### src/rtl/result_display_seq_pkg.sv
// Shared definitions for the result display sequencer.
//   - DEFAULT_DATA_W : default element width
//   - ST_IDLE        : state_o code reported while idle (DONE code is
//                      NUM_GROUPS+1, derived inside the module)
//   - fsm_e          : internal FSM encoding
//   - width_of()     : clog2-style width helper, never returns less than 1
package result_display_seq_pkg;

   localparam int DEFAULT_DATA_W = 8;
   localparam int ST_IDLE        = 0;

   typedef enum logic [1:0] {
      FSM_IDLE = 2'd0,
      FSM_SHOW = 2'd1,
      FSM_DONE = 2'd2
   } fsm_e;

   // Bits needed to index n items; a single item still gets one bit.
   function automatic int width_of(input int n);
      int w;
      w = 1;
      while ((1 << w) < n) w++;
      return w;
   endfunction

endpackage

### src/rtl/result_display_seq_if.sv
// Display port bundle between the sequencer and the display driver.
//   disp_data  : element currently presented
//   disp_valid : disp_data is stable and may be consumed
//   disp_ready : consumer accepts the element when high with disp_valid
//   disp_group : group index of the presented element
//   disp_index : element index within the group
// master = sequencer side, slave = display driver side.
interface result_display_seq_if
   import result_display_seq_pkg::*;
#(
   parameter int DATA_W  = DEFAULT_DATA_W,
   parameter int GROUP_W = 2,
   parameter int INDEX_W = 2
);

   logic [DATA_W-1:0]  disp_data;
   logic               disp_valid;
   logic               disp_ready;
   logic [GROUP_W-1:0] disp_group;
   logic [INDEX_W-1:0] disp_index;

   modport master (
      output disp_data, disp_valid, disp_group, disp_index,
      input  disp_ready
   );

   modport slave (
      input  disp_data, disp_valid, disp_group, disp_index,
      output disp_ready
   );

endinterface

### src/rtl/result_display_seq_dwell_timer.sv
// display_dwell_timer: loadable down-counter with a zero flag.
//   clk, reset   : clock, asynchronous active-high reset (count -> 0)
//   load_i       : load load_val_i this edge (takes priority over counting)
//   load_val_i   : value to load
//   zero_o       : count is zero
// Counts down by one per cycle and parks at zero.
module display_dwell_timer #(
   parameter int W = 1
) (
   input  logic         clk,
   input  logic         reset,
   input  logic         load_i,
   input  logic [W-1:0] load_val_i,
   output logic         zero_o
);

   logic [W-1:0] cnt_q;

   always_ff @(posedge clk or posedge reset) begin
      if (reset)               cnt_q <= '0;
      else if (load_i)         cnt_q <= load_val_i;
      else if (cnt_q != '0)    cnt_q <= cnt_q - W'(1);
   end

   assign zero_o = (cnt_q == '0);

endmodule

### src/rtl/result_display_seq.sv
// result_display_seq: snapshots NUM_GROUPS x ELEMS result elements on a start
// pulse, then presents them one by one on a valid/ready display port, each
// held for at least HOLD_CYCLES cycles before valid rises.
//   clk, reset  : clock, asynchronous active-high reset
//   start_i     : capture data_i and begin display (ignored while busy)
//   data_i      : flattened results, (g,e) at [(g*ELEMS+e)*DATA_W +: DATA_W]
//   stop_i      : (RESULT_DISPLAY_LOOP_EN only) end the looping display
//   disp        : display port (master side of result_display_seq_if)
//   state_o     : 0 idle, g+1 showing group g, NUM_GROUPS+1 done
//   busy_o      : high outside idle
//   done_o      : one-cycle pulse after the final element
// Optional macro RESULT_DISPLAY_LOOP_EN: the display wraps to (0,0) after the
// last element instead of finishing, and stop_i ends it.
// Every output comes straight from a flop, so disp_ready has no
// combinational path to any output.
module result_display_seq
   import result_display_seq_pkg::*;
#(
   parameter int DATA_W      = DEFAULT_DATA_W,
   parameter int ELEMS       = 4,
   parameter int NUM_GROUPS  = 3,
   parameter int HOLD_CYCLES = 1
) (
   input  logic                                  clk,
   input  logic                                  reset,
   input  logic                                  start_i,
   input  logic [NUM_GROUPS*ELEMS*DATA_W-1:0]    data_i,
`ifdef RESULT_DISPLAY_LOOP_EN
   input  logic                                  stop_i,
`endif
   result_display_seq_if.master                  disp,
   output logic [width_of(NUM_GROUPS+2)-1:0]     state_o,
   output logic                                  busy_o,
   output logic                                  done_o
);

   localparam int GROUP_W = width_of(NUM_GROUPS);
   localparam int INDEX_W = width_of(ELEMS);
   localparam int STATE_W = width_of(NUM_GROUPS + 2);
   localparam int DWELL_W = width_of(HOLD_CYCLES);
   localparam int ST_DONE = NUM_GROUPS + 1;

   localparam logic [GROUP_W-1:0] LAST_G     = GROUP_W'(NUM_GROUPS - 1);
   localparam logic [INDEX_W-1:0] LAST_E     = INDEX_W'(ELEMS - 1);
   localparam logic [DWELL_W-1:0] DWELL_LOAD = DWELL_W'(HOLD_CYCLES - 1);

   // Packed so that the flat data_i layout maps onto [group][elem] directly.
   logic [NUM_GROUPS-1:0][ELEMS-1:0][DATA_W-1:0] mem_q;

   fsm_e               fsm_q, fsm_d;
   logic [GROUP_W-1:0] grp_q, grp_d;
   logic [INDEX_W-1:0] idx_q, idx_d;
   logic [DATA_W-1:0]  data_q, data_d;
   logic               valid_q, valid_d;
   logic               done_q, done_d;
   logic               busy_q, busy_d;
   logic [STATE_W-1:0] scode_q, scode_d;
   logic               cap_en;
   logic               dwell_ld;
   logic               dwell_zero;
   logic               xfer;

   display_dwell_timer #(.W(DWELL_W)) u_dwell (
      .clk        (clk),
      .reset      (reset),
      .load_i     (dwell_ld),
      .load_val_i (DWELL_LOAD),
      .zero_o     (dwell_zero)
   );

   assign xfer = valid_q & disp.disp_ready;

   always_ff @(posedge clk or posedge reset) begin
      if (reset)       mem_q <= '0;
      else if (cap_en) mem_q <= data_i;
   end

   always_ff @(posedge clk or posedge reset) begin
      if (reset) begin
         fsm_q   <= FSM_IDLE;
         grp_q   <= '0;
         idx_q   <= '0;
         data_q  <= '0;
         valid_q <= 1'b0;
         done_q  <= 1'b0;
         busy_q  <= 1'b0;
         scode_q <= '0;
      end else begin
         fsm_q   <= fsm_d;
         grp_q   <= grp_d;
         idx_q   <= idx_d;
         data_q  <= data_d;
         valid_q <= valid_d;
         done_q  <= done_d;
         busy_q  <= busy_d;
         scode_q <= scode_d;
      end
   end

   always_comb begin
      fsm_d    = fsm_q;
      grp_d    = grp_q;
      idx_d    = idx_q;
      data_d   = data_q;
      valid_d  = valid_q;
      done_d   = 1'b0;
      cap_en   = 1'b0;
      dwell_ld = 1'b0;

      unique case (fsm_q)
         FSM_IDLE: begin
            valid_d = 1'b0;
            if (start_i) begin
               cap_en   = 1'b1;
               grp_d    = '0;
               idx_d    = '0;
               // Memory is written on this same edge, so take (0,0) from the bus.
               data_d   = data_i[DATA_W-1:0];
               dwell_ld = 1'b1;
               fsm_d    = FSM_SHOW;
            end
         end

         FSM_SHOW: begin
`ifdef RESULT_DISPLAY_LOOP_EN
            if (stop_i) begin
               // Pending element is dropped without a transfer.
               fsm_d   = FSM_DONE;
               valid_d = 1'b0;
               done_d  = 1'b1;
            end else
`endif
            if (xfer) begin
               // Valid always drops for a cycle after a transfer.
               valid_d  = 1'b0;
               dwell_ld = 1'b1;
               if (idx_q != LAST_E) begin
                  idx_d = idx_q + INDEX_W'(1);
               end else if (grp_q != LAST_G) begin
                  idx_d = '0;
                  grp_d = grp_q + GROUP_W'(1);
               end else begin
`ifdef RESULT_DISPLAY_LOOP_EN
                  idx_d = '0;
                  grp_d = '0;
`else
                  fsm_d  = FSM_DONE;
                  done_d = 1'b1;
`endif
               end
               // On finishing, the last element stays on the port.
               if (fsm_d == FSM_SHOW) data_d = mem_q[grp_d][idx_d];
            end else if (!valid_q) begin
               valid_d = dwell_zero;
            end
         end

         FSM_DONE: begin
            fsm_d   = FSM_IDLE;
            valid_d = 1'b0;
         end

         default: fsm_d = FSM_IDLE;
      endcase

      busy_d = (fsm_d != FSM_IDLE);
      unique case (fsm_d)
         FSM_SHOW: scode_d = STATE_W'(grp_d) + STATE_W'(1);
         FSM_DONE: scode_d = STATE_W'(ST_DONE);
         default:  scode_d = STATE_W'(ST_IDLE);
      endcase
   end

   assign disp.disp_data  = data_q;
   assign disp.disp_valid = valid_q;
   assign disp.disp_group = grp_q;
   assign disp.disp_index = idx_q;
   assign state_o         = scode_q;
   assign busy_o          = busy_q;
   assign done_o          = done_q;

endmodule

### src/flat_wrapper.sv
// flat-port wrapper written by rule: the top's interface ports become plain ports
module result_display_seq_flat import result_display_seq_pkg::*;
#(
   parameter int DATA_W      = DEFAULT_DATA_W,
   parameter int ELEMS       = 4,
   parameter int NUM_GROUPS  = 3,
   parameter int HOLD_CYCLES = 1
)
  (clk, reset, start_i, data_i, state_o, busy_o, done_o, disp_disp_data, disp_disp_valid, disp_disp_group, disp_disp_index, disp_disp_ready);
  result_display_seq_if #(.DATA_W(DATA_W), .GROUP_W((width_of((3)))), .INDEX_W((width_of((4))))) disp_i ();
  input  logic clk;
  input  logic reset;
  input  logic start_i;
  input  logic [NUM_GROUPS*ELEMS*DATA_W-1:0] data_i;
  output logic [width_of(NUM_GROUPS+2)-1:0] state_o;
  output logic busy_o;
  output logic done_o;
  output wire logic [$bits(disp_i.disp_data)-1:0] disp_disp_data;
  output wire logic [$bits(disp_i.disp_valid)-1:0] disp_disp_valid;
  output wire logic [$bits(disp_i.disp_group)-1:0] disp_disp_group;
  output wire logic [$bits(disp_i.disp_index)-1:0] disp_disp_index;
  input wire logic [$bits(disp_i.disp_ready)-1:0] disp_disp_ready;
  assign disp_disp_data = disp_i.disp_data;
  assign disp_disp_valid = disp_i.disp_valid;
  assign disp_disp_group = disp_i.disp_group;
  assign disp_disp_index = disp_i.disp_index;
  assign disp_i.disp_ready = disp_disp_ready;
  result_display_seq #(.DATA_W(DATA_W), .ELEMS(ELEMS), .NUM_GROUPS(NUM_GROUPS), .HOLD_CYCLES(HOLD_CYCLES)) u_core (.clk(clk), .reset(reset), .start_i(start_i), .data_i(data_i), .disp(disp_i), .state_o(state_o), .busy_o(busy_o), .done_o(done_o));
endmodule
### config.mk
export PLATFORM = sky130hd
export DESIGN_NAME = result_display_seq_flat
export DESIGN_NICKNAME = d
export VERILOG_FILES = /design/src/rtl/result_display_seq_pkg.sv /design/src/rtl/result_display_seq_if.sv /design/src/rtl/result_display_seq_dwell_timer.sv /design/src/rtl/result_display_seq.sv /design/src/flat_wrapper.sv
export SDC_FILE = /design/constraint.sdc
export NUM_CORES = 1
export LEC_CHECK = 0
export ABC_AREA = 1
export CELL_PAD_IN_SITES_DETAIL_PLACEMENT = 0
export CELL_PAD_IN_SITES_GLOBAL_PLACEMENT = 2
export CORE_AREA = 5 5 146 148
export DETAILED_ROUTE_END_ITERATION = 10
export DIE_AREA = 0 0 151 153
export GPL_ROUTABILITY_DRIVEN = 0
export PLACE_DENSITY_LB_ADDON = 0.2
export SYNTH_ARGS = -nofsm -noshare
export SYNTH_HDL_FRONTEND = slang
export SYNTH_SLANG_ARGS = --single-unit
### constraint.sdc
create_clock -name clk -period 4.8 [get_ports clk]
set_input_delay 0.72 -clock clk [delete_from_list [all_inputs] [get_ports clk]]
set_output_delay 0.72 -clock clk [all_outputs]
set_load 0.02 [all_outputs]
==> results of run 1 <==
## worst max-delay path, cell delays in order, from the launching register on
cell     delay (ps)
dfrtp_1         480
ha_1            500
nand2_1         640
nand2_2         670
nand2_1         140
nand3_1         120
nand3_1         110
nand3_1         150
nand3_1         140
a21oi_1         180
## power breakdown
part           internal [mW]  switching (mW)
combinational          0.807            1.45
sequential              1.42           0.264
clock                  0.749           0.432
total                   2.97            2.15
## final timing paths
kind | slack (ps) | end | cells after the start
hold / removal | 480 | u_core.mem_q[82]$_DFFE_PP0P_ | 2
setup / recovery | 1570 | u_core.disp.disp_data[3]$_DFFE_PP0P_ | 9
max in group asynchronous | 3020 | u_core.mem_q[61]$_DFFE_PP0P_ | 3
min in group asynchronous | 930 | u_core.mem_q[67]$_DFFE_PP0P_ | 2
hold reg to reg | 480 | u_core.mem_q[82]$_DFFE_PP0P_ | 2
setup reg to reg | 1570 | u_core.disp.disp_data[3]$_DFFE_PP0P_ | 9
## layout make-up
cell class                      instances  area, sq um  area share, %
Tap cell                              270          338           4.49
Sequential cell                       116         2900           38.6
Inverter                               20         83.8           1.11
Clock buffer                           22          484           6.43
Multi-Input combinational cell        564         2460           32.7
Clock inverter                          6         55.1          0.731
Timing Repair Buffer                  121         1200           16.0
## cells in the mapped netlist
cell type,instances
a21oi_1,14
buf_1,2
buf_2,11
buf_4,2
buf_6,8
buf_8,1
clkbuf_1,13
clkinv_2,1
dfrtp_1,116
ha_1,7
inv_1,14
inv_2,4
inv_6,1
nand2_1,375
nand2_2,9
nand2_4,5
nand3_1,120
nand3_2,1
nand3_4,1
nor2_1,21
nor2_2,1
o21ai_0,3
o21ai_2,1
o21ai_4,1
o22ai_1,4
or2_1,1
## state kept, by name, summed over array words and instances, names as in the netlist
signal                  flops
u_core.disp.disp_data       8
u_core.disp.disp_group      2
u_core.done_o               1
u_core.busy_o               1
u_core.disp.disp_valid      1
u_core.disp.disp_index      2
u_core.state_o              3
u_core.fsm_q                2
u_core.mem_q               96
## routing by layer
| layer | GRT usage, % | up-vias |
|---|---|---|
| met5 | 0 | - |
| met4 | 4.19 | 0 |
| met3 | 4.03 | 14 |
| met2 | 24.2 | 109 |
| met1 | 22.9 | 2452 |
| li1 | - | 2534 |
## metrics by stage
| stage | instance area, sq um | util (%) |
|---|---|---|
| after floorplan | 5680 | - |
| after global placement | 6990 | 35.1 |
| after detailed placement | 6990 | 35.1 |
| after CTS | 7530 | 37.8 |
| after global routing | 7530 | 37.8 |
| final | 7530 | 37.8 |
## cell families (layout without fill, tap and decap cells)
logic type | count (synthesis) | count (layout) | share of synthesized area (%)
flops | 116 | 116 | 51.1
fa+ha+maj | 7 | 7 | 1.54
compound gates | 23 | 23 | 2.38
buf+inv | 57 | 169 | 5.51
simple gates | 534 | 534 | 39.4
==> metrics, run 1 <==
WL final=roughly 18000 um; DRC=0; final setup violation count=0; DP Cell Count=roughly 1100; via/cell ratio=4.57; worst slew pin tran=1070 ps; clock sink count=roughly 120; Post-Syn Instances=between 700 and 800; worst reg2reg startpoint=u_core.disp.disp_index[0]$_DFFE_PP0P_; vias in the first global route=between 5000 and 6000; cell taking the most area after synthesis=dfrtp_1; maximum fanout along the worst path=24; Root Driver=clkbuf_16; Max Clk Rate=309 MHz; ANT nets after route=0; initial antenna violation count=0; IO Pins=roughly 120; P&R area growth vs syn=32.6%; met3 wire length=between 700 and 800 um; status=finished, final reports clean; Buffers on Ports=about 120; CP Capture Type=flop; # fillers=around 2200; startpoint types=flop; synth top area cells=dfrtp_1 (51%), nand2_1 (25%), nand3_1 (11%); Clock Pin Slew Worst Setup and Hold Paths=approximately 60 ps; CTS tree=yes; cts repair resizes=0; # H-tree levels=4; Die Width=about 150 um; commonest non-fill, non-tap cell in the layout=nand2_1; worst path required time=about 5100 ps; CP arrival=3570 ps; Final Hold Slack=approximately 480 ps; 1st-pass router iterations=4; DR vias=just over 5000; unrepaired setup endpoints after global routing=false; Layout Skew=just over 6 ps; final setup TNS=0 ps; Pwr Density=a little under 700 mW/mm^2; proportion of layout cells with a drive suffix above 1=under 10%; Post-Syn Nets=approximately 840; Setup WS post-layout=about 1600 ps; clock latency on the worst-skew pair=around 420 ps; Worst Hold Class=reg2reg; Post-DP HPWL=around 13000 um; Die ar.=~0.023 sq mm; Non-Filler Instances=~1100; pin count of the biggest net entering global routing=between 80 and 90; Post-CTS Hold Fix Bufs=0; Final Total Pwr=between 5 and 6 mW; WS Path Type=reg2reg; leakage=between 3 and 4 nW; routed length on met2=between 8000 and 9000 um; flops & latches, synth=116; Synth Warn #=0; fin crit share=between 60% and 70%; Layout Nets=approximately 950; Mapped Area=around 0.0057 sq mm; worst min-delay path startpoint=u_core.mem_q[82]$_DFFE_PP0P_; ANT cells=0; Setup Slack @ Placement=between 1000 and 1500 ps; worst rel slew slack=28.8%; M1 wire length=approximately 8800 um; post-synthesis cell type count=26; global-route wire length before repair=between 20000 and 30000 um; Final Hold Viols=0; # Max-Cap Violations=0; sequential area share after synthesis=between 50% and 60%; core area=roughly 0.020 sq mm; Final min period=around 3200 ps; Synth top area share=~51%; total track usage=roughly 16%; post-CTS setup buffers=0; # rows=52; CTS buffer count=17; total gr overflow=0; wire per inst=between 15 and 20 um; top sig layer=met4; Iter 0 DRT Violations=about 320; commonest non-fill, non-tap cells in the layout=nand2_1 (375), nand3_1 (120), clkdlybuf4s50_1 (117); peak supply drop=between 0.0002 and 0.0003 V; origin of the worst setup path=u_core.disp.disp_index[0]$_DFFE_PP0P_; Max Root-Sink Buffers=2; Starting Density=between 20% and 30%; max-slew violation count=0; synthesized area per cell=about 7.7 sq um; Vert. Die Dim=153 um
Note: power is estimated with default switching activity, not from simulation.
==> run 2: changes to the inputs <==
--- a/config.mk
+++ b/config.mk
@@ -8,9 +8,9 @@
 export ABC_AREA = 1
 export CELL_PAD_IN_SITES_DETAIL_PLACEMENT = 0
 export CELL_PAD_IN_SITES_GLOBAL_PLACEMENT = 2
-export CORE_AREA = 5 5 146 148
+export CORE_AREA = 5 5 154 156
 export DETAILED_ROUTE_END_ITERATION = 10
-export DIE_AREA = 0 0 151 153
+export DIE_AREA = 0 0 159 161
 export GPL_ROUTABILITY_DRIVEN = 0
 export PLACE_DENSITY_LB_ADDON = 0.2
 export SYNTH_ARGS = -nofsm -noshare
==> constraint.sdc (replaced) <==
create_clock -name clk -period 2.6 [get_ports clk]
set_input_delay 0.39 -clock clk [delete_from_list [all_inputs] [get_ports clk]]
set_output_delay 0.39 -clock clk [all_outputs]
set_load 0.02 [all_outputs]
==> run 2 against run 1 <==
  * Via count decreased by 0.74%
  * Sequential power is 93% higher
  * Sequential cell count unchanged
  * Cell area grew 2.9%
  * Register-to-register slack lost 1200 ps
  * Setup slack worse by 1200 ps
  * Combinational power increased by 80%
  * Count of clock-buffer cells in the layout decreased by 3
  * Sequential share of layout area down 1.1 points
  * Clock power up 110%
  * Largest power group unchanged
==> metrics, run 2 (synthesized netlist as in run 1, its figures left out) <==
status=finished, final reports clean (unchanged); # H-tree levels=4 (unchanged); Clock Pin Slew Worst Setup and Hold Paths=60 ps (about the same); r2r endpoint=u_core.disp.disp_data[0]$_DFFE_PP0P_ (was u_core.disp.disp_data[3]$_DFFE_PP0P_); flop2flop setup slack=400 ps (was 1570 ps); commonest non-fill, non-tap cells in the layout=nand2_1 (375), nand3_1 (120), clkdlybuf4s50_1 (117) (unchanged); # rows=55 (was 52); Max Clk Rate=454 MHz (was 309 MHz); max-slew violation count=0 (unchanged); Sw Share=40.9% (was 41.9%); WL final=18600 um (was 18100 um); Biggest register=u_core.mem_q (unchanged); clock sink count=116 (unchanged); clock power share=25.6% (was 23.0%); Die ar.=0.0256 sq mm (was 0.0231 sq mm); Root Driver=clkbuf_16 (unchanged); via/cell ratio=4.43 (was 4.57); proportion of layout cells with a drive suffix above 1=8.14% (was 6.71%); 1st-pass router iterations=4 (unchanged); Critical Path Stages=11 (was 9); clock latency on the worst-skew pair=420 ps (about the same); DP Cell Count=1113 (was 1091); Layout Skew=5.57 ps (was 6.04 ps); commonest non-fill, non-tap cell in the layout=nand2_1 (unchanged); max reg flops=96 (unchanged); P&R area growth vs syn=36.4% (was 32.6%); core area=0.0222 sq mm (was 0.0199 sq mm); delay-heaviest family, CP=simple AND/OR/NAND/NOR gates (unchanged); leakage=3.77 nW (was 3.69 nW); fin crit share=84.8% (was 67.3%); Finished Core Util=34.9% (was 37.8%); ANT cells=0 (unchanged); # Max-Cap Violations=0 (unchanged); Iter 0 DRT Violations=313 (was 317); Die Width=159 um (was 151 um); unrepaired setup endpoints after global routing=false (unchanged); DRC=0 (unchanged); Vert. Die Dim=161 um (was 153 um); worst path required time=2950 ps (was 5140 ps); pin count of the biggest net entering global routing=64 (was 83); startpoint types=flop (unchanged); final setup TNS=0 ps (unchanged); Sw Pwr=4.01 mW (was 2.15 mW); Setup WS post-layout=396 ps (was 1570 ps); total gr overflow=0 (unchanged); post-CTS setup buffers=0 (unchanged); fin area=0.00775 sq mm (was 0.00753 sq mm); CP Capture Type=flop (unchanged); CP arrival=2550 ps (was 3570 ps); initial antenna violation count=0 (unchanged); Final Hold Viols=0 (unchanged); CTS tree=yes (unchanged); Reg2Reg Depth=11 (was 9); Starting Density=25.5% (was 28.5%); combinational power share=41.4% (was 44.1%); Max Root-Sink Buffers=2 (unchanged); Placed Area=0.00711 sq mm (was 0.00699 sq mm); global-route wire length before repair=30000 um (was 29000 um); Buffers on Ports=117 (unchanged); CTS buffer count=17 (unchanged); vias in the first global route=5438 (was 5365); total track usage=14.8% (was 16.0%); peak supply drop=0.000384 V (was 0.000282 V); wire per inst=16.3 um (was 16.2 um); Worst path slowest cell=dfrtp_1 (was nand2_2); IO Pins=118 (unchanged); Pwr Density=1270 mW/mm^2 (was 681 mW/mm^2); Layout Nets=954 (was 947); Post-DP HPWL=13700 um (was 12500 um); DR vias=5071 (was 5109); Non-Filler Instances=1145 (was 1119); cell breakdown of the critical path=ha_2 -> nand3_4 -> nand2_4 -> nand2_2 -> nand3_2 -> nand2_1 -> nand2_1 -> nand2_1 -> nor2_1 -> nor2_1 -> nor2_1 (was ha_1 -> nand2_1 -> nand2_2 -> nand2_1 -> nand3_1 -> nand3_1 -> nand3_1 -> nand3_1 -> a21oi_1); ANT nets after route=0 (unchanged); sequential power share=33.0% (was 32.8%); maximum fanout along the worst path=34 (was 24); worst slew pin tran=661 ps (was 1070 ps); P_int=5.81 mW (was 2.97 mW); Final min period=2200 ps (was 3230 ps); WP buf/inv=0 (unchanged); worst rel slew slack=55.9% (was 28.8%); final setup violation count=0 (unchanged); CP peak stage delay=460 ps (was 670 ps); Worst Hold Class=in2async (was reg2reg); Setup Slack @ Placement=222 ps (was 1270 ps); worst reg2reg startpoint=u_core.disp.disp_index[0]$_DFFE_PP0P_ (unchanged); WS Path Type=reg2reg (unchanged)
run 2: cell types whose count changed in the layout (fill, tap and decap cells not counted), moves of 2 or more:
cell	delta
bufinv_16	+3
clkinv_4	+3
clkinvlp_4	+3
buf_4	+3
clkbuf_8	-2
buf_12	+4
run 2: how the worst max path moves through the flow:
stage | slack (ps) | from | to
2_1_floorplan | 680 | u_core.disp.disp_index[0]$_DFFE_PP0P_ | u_core.state_o[0]$_DFF_PP0_
3_3_place_gp | 300 | u_core.disp.disp_index[0]$_DFFE_PP0P_ | u_core.disp.disp_data[0]$_DFFE_PP0P_
3_5_place_dp | 220 | u_core.disp.disp_index[0]$_DFFE_PP0P_ | u_core.disp.disp_data[0]$_DFFE_PP0P_
4_1_cts | 210 | u_core.disp.disp_index[0]$_DFFE_PP0P_ | u_core.disp.disp_data[0]$_DFFE_PP0P_
5_1_grt | 180 | u_core.disp.disp_index[0]$_DFFE_PP0P_ | u_core.disp.disp_data[0]$_DFFE_PP0P_
6_report | 400 | u_core.disp.disp_index[0]$_DFFE_PP0P_ | u_core.disp.disp_data[0]$_DFFE_PP0P_
run 2: final cells by class:
type | instances | area (sq um)
Tap cell | 285 | 357
Clock buffer | 19 | 453
Inverter | 20 | 85.1
Sequential cell | 116 | 2900
Timing Repair Buffer | 128 | 1300
Fill cell | 2421 | 14500
Multi-Input combinational cell | 564 | 2460
Clock inverter | 13 | 181
run 2: timing repair:
item,CTS,global route
endpoints found under the hold margin,0,0
setup endpoints to repair,0,1
hold buffers,0,0
resized for setup,0,1
run 2: routing by layer:
layer / GRT usage, % / wire length (um)
met5: 0 / 0
met4: 3.96 / 198
met3: 3.67 / 897
met2: 22.9 / 8460
met1: 20.7 / 9080
run 2: worst register-to-register path, stage by stage, from the launching register on:
cell     delay [ps]
dfrtp_1         460
ha_2            380
nand3_4         210
nand2_4         380
nand2_2         110
nand3_2          80
nand2_1          50
nand2_1          80
nand2_1          70
nor2_1          180
nor2_1           60
nor2_1           80
run 2: power by group through the flow:
stage          Sequential, mW  Clock [mW]  Combinational [mW]
2_1_floorplan            3.13           0                2.90
3_3_place_gp             3.28           0                4.11
3_5_place_dp             3.27           0                4.13
4_1_cts                  3.25        2.57                4.16
5_1_grt                  3.33        2.64                4.64
6_report                 3.24        2.51                4.07
run 2: through the flow:
step | power [mW] | hold slack, ps
CTS | 9.98 | 399
finish | 9.82 | 391
floorplan | 6.03 | 449
global placement | 7.39 | 466
global route | 10.6 | 437
detailed placement | 7.40 | 466
